`config.mk`:
```
export PLATFORM = sky130hd
export DESIGN_NAME = pack_polyvec_compress_ctrl
export DESIGN_NICKNAME = d
export VERILOG_FILES = /design/src/rtl/pack_polyvec_compress_ctrl.sv
export SDC_FILE = /design/constraint.sdc
export NUM_CORES = 1
export LEC_CHECK = 0
export ABC_CLOCK_PERIOD_IN_PS = 5300
export CORE_MARGIN = 2
export CORE_UTILIZATION = 25
export CTS_CLUSTER_DIAMETER = 30
export DETAILED_ROUTE_END_ITERATION = 8
export GPL_TIMING_DRIVEN = 0
export PLACE_DENSITY_LB_ADDON = 0.08
export SLEW_MARGIN = 20
export SYNTH_ARGS = -nofsm -noshare
export SYNTH_HDL_FRONTEND = slang
export SYNTH_SLANG_ARGS = --single-unit
```
`constraint.sdc`:
```
create_clock -name iClk -period 5.3 [get_ports iClk]
set_input_delay 1.59 -clock iClk [delete_from_list [all_inputs] [get_ports iClk]]
set_output_delay 1.59 -clock iClk [all_outputs]
set_load 0.03 [all_outputs]
```
`src/rtl/pack_polyvec_compress_ctrl.sv`:
```
// Kyber512 ciphertext polyvec compression sequencer.
// Reads four coefficients per memory word, compresses each to 10 bits with
// c = floor(((x << 10) + Q/2) / Q) mod 1024, packs four results into a 40-bit
// word and streams words through a small first-word-fall-through FIFO.

// Simulation-only protocol checker for the output FIFO and read credit.
module pack_polyvec_compress_ctrl_chk (
  input logic       clk_i,
  input logic       rst_n_i,
  input logic       push_i,
  input logic       full_i,
  input logic [1:0] inflight_i
);
  // A push into a full FIFO would lose a word; the read credit must prevent it.
  a_no_push_full: assert property (@(posedge clk_i) disable iff (!rst_n_i) !(push_i && full_i));
  // At most two reads can be between issue and FIFO push.
  a_inflight_max: assert property (@(posedge clk_i) disable iff (!rst_n_i) inflight_i <= 2'd2);
endmodule

module pack_polyvec_compress_ctrl #(
  parameter int KYBER_N    = 256,
  parameter int KYBER_K    = 2,
  parameter int KYBER_Q    = 3329,
  parameter int i_Width    = 12,
  parameter int ADDR_W     = 7,
  parameter int FIFO_DEPTH = 4
) (
  input  logic                 iClk,
  input  logic                 iRst_n,
  input  logic                 iStart,
  output logic                 oBusy,
  output logic                 oDone,
  output logic                 oMemRd,
  output logic [ADDR_W-1:0]    oMemAddr,
  input  logic [4*i_Width-1:0] iMemData,
  output logic [39:0]          oData,
  output logic                 oValid,
  input  logic                 iReady
);
  localparam int G    = KYBER_K * KYBER_N / 4;
  localparam int CW   = ADDR_W + 1;
  localparam int PW   = $clog2(FIFO_DEPTH);
  localparam int FCW  = $clog2(FIFO_DEPTH + 1);
  localparam logic [CW-1:0]  G_C     = CW'(G);
  localparam logic [FCW-1:0] DEPTH_C = FCW'(FIFO_DEPTH);
  localparam logic [FCW:0]   CREDIT_C = (FCW + 1)'(FIFO_DEPTH);
  // (4095 << 10) + 1664 exceeds 22 bits, so the dividend carries one extra bit
  // to keep the quotient exact over the whole 12-bit input range.
  localparam logic [22:0]    HALF_Q  = 23'(KYBER_Q / 2);
  localparam logic [22:0]    Q_C     = 23'(KYBER_Q);

  typedef enum logic [1:0] {ST_IDLE, ST_RUN, ST_DRAIN, ST_DONE} state_e;

  state_e          state_q, state_d;
  logic [CW-1:0]   rd_cnt_q, rd_cnt_d;
  logic [CW-1:0]   acc_cnt_q, acc_cnt_d;
  logic [1:0]      inflight_q, inflight_d;
  logic            rd_pend_q;
  logic            s2_v_q;
  logic [39:0]     s2_word_q;
  logic [39:0]     fifo_q [FIFO_DEPTH];
  logic [PW-1:0]   wr_ptr_q, rd_ptr_q;
  logic [FCW-1:0]  fifo_cnt_q, fifo_cnt_d;
  logic [FCW:0]    credit_s;
  logic            rd_issue_s;
  logic            push_s;
  logic            pop_s;
  logic [39:0]     packed_s;

  function automatic logic [9:0] compress10(input logic [i_Width-1:0] x);
    logic [22:0] n;
    logic [22:0] q;
    n = (23'(x) << 10) + HALF_Q;
    q = n / Q_C;
    return q[9:0];
  endfunction

  assign credit_s   = {1'b0, fifo_cnt_q} + (FCW + 1)'(inflight_q);
  assign rd_issue_s = (state_q == ST_RUN) && (rd_cnt_q != G_C) && (credit_s < CREDIT_C);
  assign push_s     = s2_v_q;
  assign pop_s      = oValid && iReady;

  assign packed_s = {compress10(iMemData[3*i_Width +: i_Width]),
                     compress10(iMemData[2*i_Width +: i_Width]),
                     compress10(iMemData[1*i_Width +: i_Width]),
                     compress10(iMemData[0*i_Width +: i_Width])};

  assign oBusy    = (state_q == ST_RUN) || (state_q == ST_DRAIN);
  assign oDone    = (state_q == ST_DONE);
  assign oMemRd   = rd_issue_s;
  assign oMemAddr = rd_cnt_q[ADDR_W-1:0];
  assign oValid   = (fifo_cnt_q != '0);
  assign oData    = oValid ? fifo_q[rd_ptr_q] : 40'h0;

  // Next state and counters; DRAIN looks at the post-transfer count so oDone
  // lands in the cycle right after the last transfer.
  always_comb begin
    state_d = state_q;
    if (rd_issue_s) rd_cnt_d = rd_cnt_q + CW'(1);
    else            rd_cnt_d = rd_cnt_q;
    if (pop_s) acc_cnt_d = acc_cnt_q + CW'(1);
    else       acc_cnt_d = acc_cnt_q;
    case (state_q)
      ST_IDLE: begin
        if (iStart) begin
          state_d   = ST_RUN;
          rd_cnt_d  = '0;
          acc_cnt_d = '0;
        end else begin
          state_d = ST_IDLE;
        end
      end
      ST_RUN: begin
        if (rd_cnt_q == G_C) state_d = ST_DRAIN;
        else                 state_d = ST_RUN;
      end
      ST_DRAIN: begin
        if (acc_cnt_d == G_C) state_d = ST_DONE;
        else                  state_d = ST_DRAIN;
      end
      ST_DONE: state_d = ST_IDLE;
      default: state_d = ST_IDLE;
    endcase
  end

  // Reads issued but not yet pushed into the FIFO.
  always_comb begin
    case ({rd_issue_s, push_s})
      2'b10:   inflight_d = inflight_q + 2'd1;
      2'b01:   inflight_d = inflight_q - 2'd1;
      default: inflight_d = inflight_q;
    endcase
  end

  // FIFO occupancy; simultaneous push and pop cancel.
  always_comb begin
    case ({push_s, pop_s})
      2'b10:   fifo_cnt_d = fifo_cnt_q + FCW'(1);
      2'b01:   fifo_cnt_d = fifo_cnt_q - FCW'(1);
      default: fifo_cnt_d = fifo_cnt_q;
    endcase
  end

  // Control state, counters and read credit.
  always_ff @(posedge iClk or negedge iRst_n) begin
    if (!iRst_n) begin
      state_q    <= ST_IDLE;
      rd_cnt_q   <= '0;
      acc_cnt_q  <= '0;
      inflight_q <= 2'd0;
    end else begin
      state_q    <= state_d;
      rd_cnt_q   <= rd_cnt_d;
      acc_cnt_q  <= acc_cnt_d;
      inflight_q <= inflight_d;
    end
  end

  // Datapath: memory data returns the cycle after the read, compressed word
  // is registered at the end of that cycle.
  always_ff @(posedge iClk or negedge iRst_n) begin
    if (!iRst_n) begin
      rd_pend_q <= 1'b0;
      s2_v_q    <= 1'b0;
      s2_word_q <= 40'h0;
    end else begin
      rd_pend_q <= rd_issue_s;
      s2_v_q    <= rd_pend_q;
      if (rd_pend_q) s2_word_q <= packed_s;
      else           s2_word_q <= s2_word_q;
    end
  end

  // Output FIFO storage and pointers; power-of-two depth lets pointers wrap.
  always_ff @(posedge iClk or negedge iRst_n) begin
    if (!iRst_n) begin
      for (int i = 0; i < FIFO_DEPTH; i++) fifo_q[i] <= 40'h0;
      wr_ptr_q   <= '0;
      rd_ptr_q   <= '0;
      fifo_cnt_q <= '0;
    end else begin
      if (push_s) begin
        fifo_q[wr_ptr_q] <= s2_word_q;
        wr_ptr_q         <= wr_ptr_q + PW'(1);
      end else begin
        wr_ptr_q <= wr_ptr_q;
      end
      if (pop_s) rd_ptr_q <= rd_ptr_q + PW'(1);
      else       rd_ptr_q <= rd_ptr_q;
      fifo_cnt_q <= fifo_cnt_d;
    end
  end

  pack_polyvec_compress_ctrl_chk u_chk (
    .clk_i      (iClk),
    .rst_n_i    (iRst_n),
    .push_i     (push_s),
    .full_i     (fifo_cnt_q == DEPTH_C),
    .inflight_i (inflight_q)
  );
endmodule

```
==> results.json <==
{
  "status": "complete, but fails checks",
  "violations": "negative setup slack",
  "drt_first_iter_violations": 2678,
  "postCtsHoldBufs": 0,
  "nNetsFinal": 5224,
  "hold_viol": 0,
  "final.setup_skew_ns": 0.0132,
  "period_needed_ns": 15.27,
  "critPathRequiredTime_ns": 5.69,
  "setup_viol": 36,
  "ys_top_cells_by_area": "dfrtp_1 (17%), mux2_2 (6.4%), xnor2_1 (5.7%), nand2_1 (4.2%), nor2_1 (4.2%)",
  "wire_per_inst_um": 21.0,
  "synth_fa_ha_area_share_pct": 2.48,
  "seq_area_frac_synth_pct": 16.6,
  "dp_hpwl_um": 109000,
  "synth_cell_types": 142,
  "hold_path.class": "register to register",
  "path_class": "input pin to register",
  "synthSimpleGateAreaFrac_pct": 26.9,
  "fin_util_pct": 35.1,
  "synth_top_family_by_area": "compound AO/OA/AOI/OAI gates",
  "antenna_cells": 0,
  "netlist_instances": 4503,
  "relSlewSlack_pct": 20.6,
  "cp-start-kind": "input pin",
  "slowest_stage": "or4b_4",
  "gp_congestion": 0.844,
  "fp-row-count": 136,
  "drt_wl_total_um": 146000,
  "grt_max_degree": 91,
  "viasPerCell": 5.60,
  "yosysTopAreaCell": "dfrtp_1",
  "period_share_pct": 288,
  "die_area_um2": 141000,
  "syn_nets": 4622,
  "ctsHtreeMaxLevel": 2,
  "vias": 38800,
  "portBuffers": 87,
  "slew_violations": 0,
  "ys.flop_type": "dfrtp_1",
  "die_w_um": 376,
  "ys_async_sr_fraction_pct": 100,
  "ios": 103,
  "die_y_um": 376,
  "crit_path_frequent_cell": "ha_4",
  "fmax_mhz": 65.5,
  "drv_cap": 0,
  "cts-root-buf": "clkbuf_16",
  "hold_ws_ns": 0.390,
  "clk_latency_ns": 0.53,
  "synth_compound_area_share_pct": 30.3,
  "synthMuxAreaShare_pct": 11.3,
  "worst_pin_slew_ns": 1.19,
  "fin_ws_ns": -9.97,
  "grt_pass1_wl_um": 227000,
  "coreArea_um2": 137000,
  "grt_pass1_vias": 37800,
  "grt_antenna_before_repair": 2,
  "synth-edff-count": 0,
  "max_stage_delay_ns": 0.49,
  "synth_top_area_share_pct": 16.6,
  "overflow": 0,
  "syn_avg_cell_area_um2": 7.68,
  "clock-sinks": 229,
  "synth_xor_area_share_pct": 8.02,
  "endpoint_kind": "register",
  "dr.pass1.iters": 7,
  "cts_buffers": 41,
  "grt.total_usage_pct": 19.7,
  "synth-seq-cells": 229,
  "cts_tree": "built",
  "synth_common_cells": "nand2_1 (387), nor2_1 (385), a21oi_1 (255)",
  "area_delta_synth_final_pct": 39.3,
  "yosysMostFrequentCell": "nand2_1",
  "start_util_pct": 25.2,
  "worst-path-max-fanout": 10,
  "ant_nets": 0,
  "cts.clk_slew.worst_paths_ns": 0.05,
  "syn_area_um2": 34600,
  "cts_buffer_depth": 3,
  "drc": 0,
  "grt_setup_unrepaired": "true",
  "reg2reg_slack_ns": 2.43,
  "yosys_warnings": 0,
  "arrival_ns": 15.65,
  "drive_above_1_share_pct": 32.8,
  "fill_cells": 14400
}
-- kinds of logic (layout without fill, tap and decap cells) --
| logic type | after synthesis | after routing |
|---|---|---|
| simple gates | 1790 | 1790 |
| buf+inv | 358 | 991 |
| xor+xnor | 314 | 314 |
| mux | 314 | 314 |
| flops | 229 | 229 |
| fa+ha+maj | 68 | 68 |
| compound gates | 1430 | 1430 |
-- layout by cell type (no fill, tap or decap), types with 40 or more instances in the layout --
master / n
o211ai_1: 82
inv_1: 71
mux4_2: 40
nand4_1: 66
or3_1: 51
a21oi_1: 209
o21ai_0: 182
clkdlybuf4s50_1: 54
buf_4: 479
clkbuf_1: 94
and3_1: 63
clkbuf_16: 52
o31ai_1: 44
nand2b_1: 44
nand2_1: 353
nor2b_1: 54
buf_6: 50
and2_1: 77
nor2_1: 354
a211oi_1: 41
xor2_1: 74
or2_2: 42
o22ai_1: 41
nor3_1: 130
a31oi_1: 60
mux2i_1: 66
nand3_1: 168
a21oi_2: 41
mux2_2: 187
dfrtp_1: 229
xnor2_1: 203
-- final cells by class --
class / instances / area, um^2 / area share [%]
timing repair buffer: 581 / 4840 / 10.0
sequential: 229 / 5730 / 11.9
inverter: 107 / 510 / 1.06
clock buffer: 58 / 1200 / 2.49
multi-input combinational: 3916 / 31600 / 65.6
buffer: 229 / 1830 / 3.79
tap: 1794 / 2240 / 4.66
clock inverter: 16 / 235 / 0.488
-- per-layer routing --
metal / vias up / wire, um / track usage, %
met2: 859 / 66100 / 32.0
met1: 19300 / 72900 / 29.0
met4: 2 / 2030 / 2.92
met5: - / 18 / 0
met3: 137 / 4520 / 1.35
li1: 18500 / - / -
-- worst paths after layout --
path / cells after the start / from / to
max reg2reg: 10 / fifo_cnt_q[2]$_DFFE_PN0P_ / state_q[0]$_DFF_PN0_
min reg2reg: 0 / rd_pend_q$_DFF_PN0_ / push_s$_DFF_PN0_
max: 81 / iMemData[1] / s2_word_q[0]$_DFFE_PN0P_
max in group asynchronous: 3 / iRst_n / fifo_q[69]$_DFFE_PN0P_
min: 0 / rd_pend_q$_DFF_PN0_ / push_s$_DFF_PN0_
min in group asynchronous: 1 / iRst_n / s2_word_q[4]$_DFFE_PN0P_
-- metrics by stage --
step / TNS (ns) / setup slack (ns) / instances / instance area [um^2]
floorplan: -205.19 / -10.42 / 4503 / 36600
global placement: -2153.36 / -15.18 / 6384 / 39700
detailed placement: -320.08 / -14.91 / 6388 / 39800
CTS: -185.48 / -10.10 / 6838 / 46500
global route: -199.77 / -10.55 / 6930 / 48200
finish: -186.43 / -9.97 / 6930 / 48200
-- sequential cells by signal, indices dropped and copies added (netlist names), named ones only --
signal	cells
fifo_q	160
s2_word_q	40
acc_cnt_q	8
rd_cnt_q	8
fifo_cnt_q	3
inflight_q	2
rd_ptr_q	2
wr_ptr_q	2
push_s	1
rd_pend_q	1
state_q	1
-- what timing repair did --
action / CTS / global route
setup endpoints to repair: 50 / 37
resized for setup: 643 / 225
gates cloned: 1 / 0
setup buffers: 395 / 101
pin swaps: 266 / 133
-- critical path, delay by kind of cell --
kind                     cells  cell delay, ns
AO/OA/AOI/OAI               29            5.72
AND/OR/NAND/NOR             19            3.75
buffers and inverters       23            2.69
adder cells (fa/ha/maj)      7            1.13
multiplexers                 3            0.71
Power is left out: the tool's default activity adds up to more than one toggle a clock period on the data nets, which glitch-free logic cannot reach.
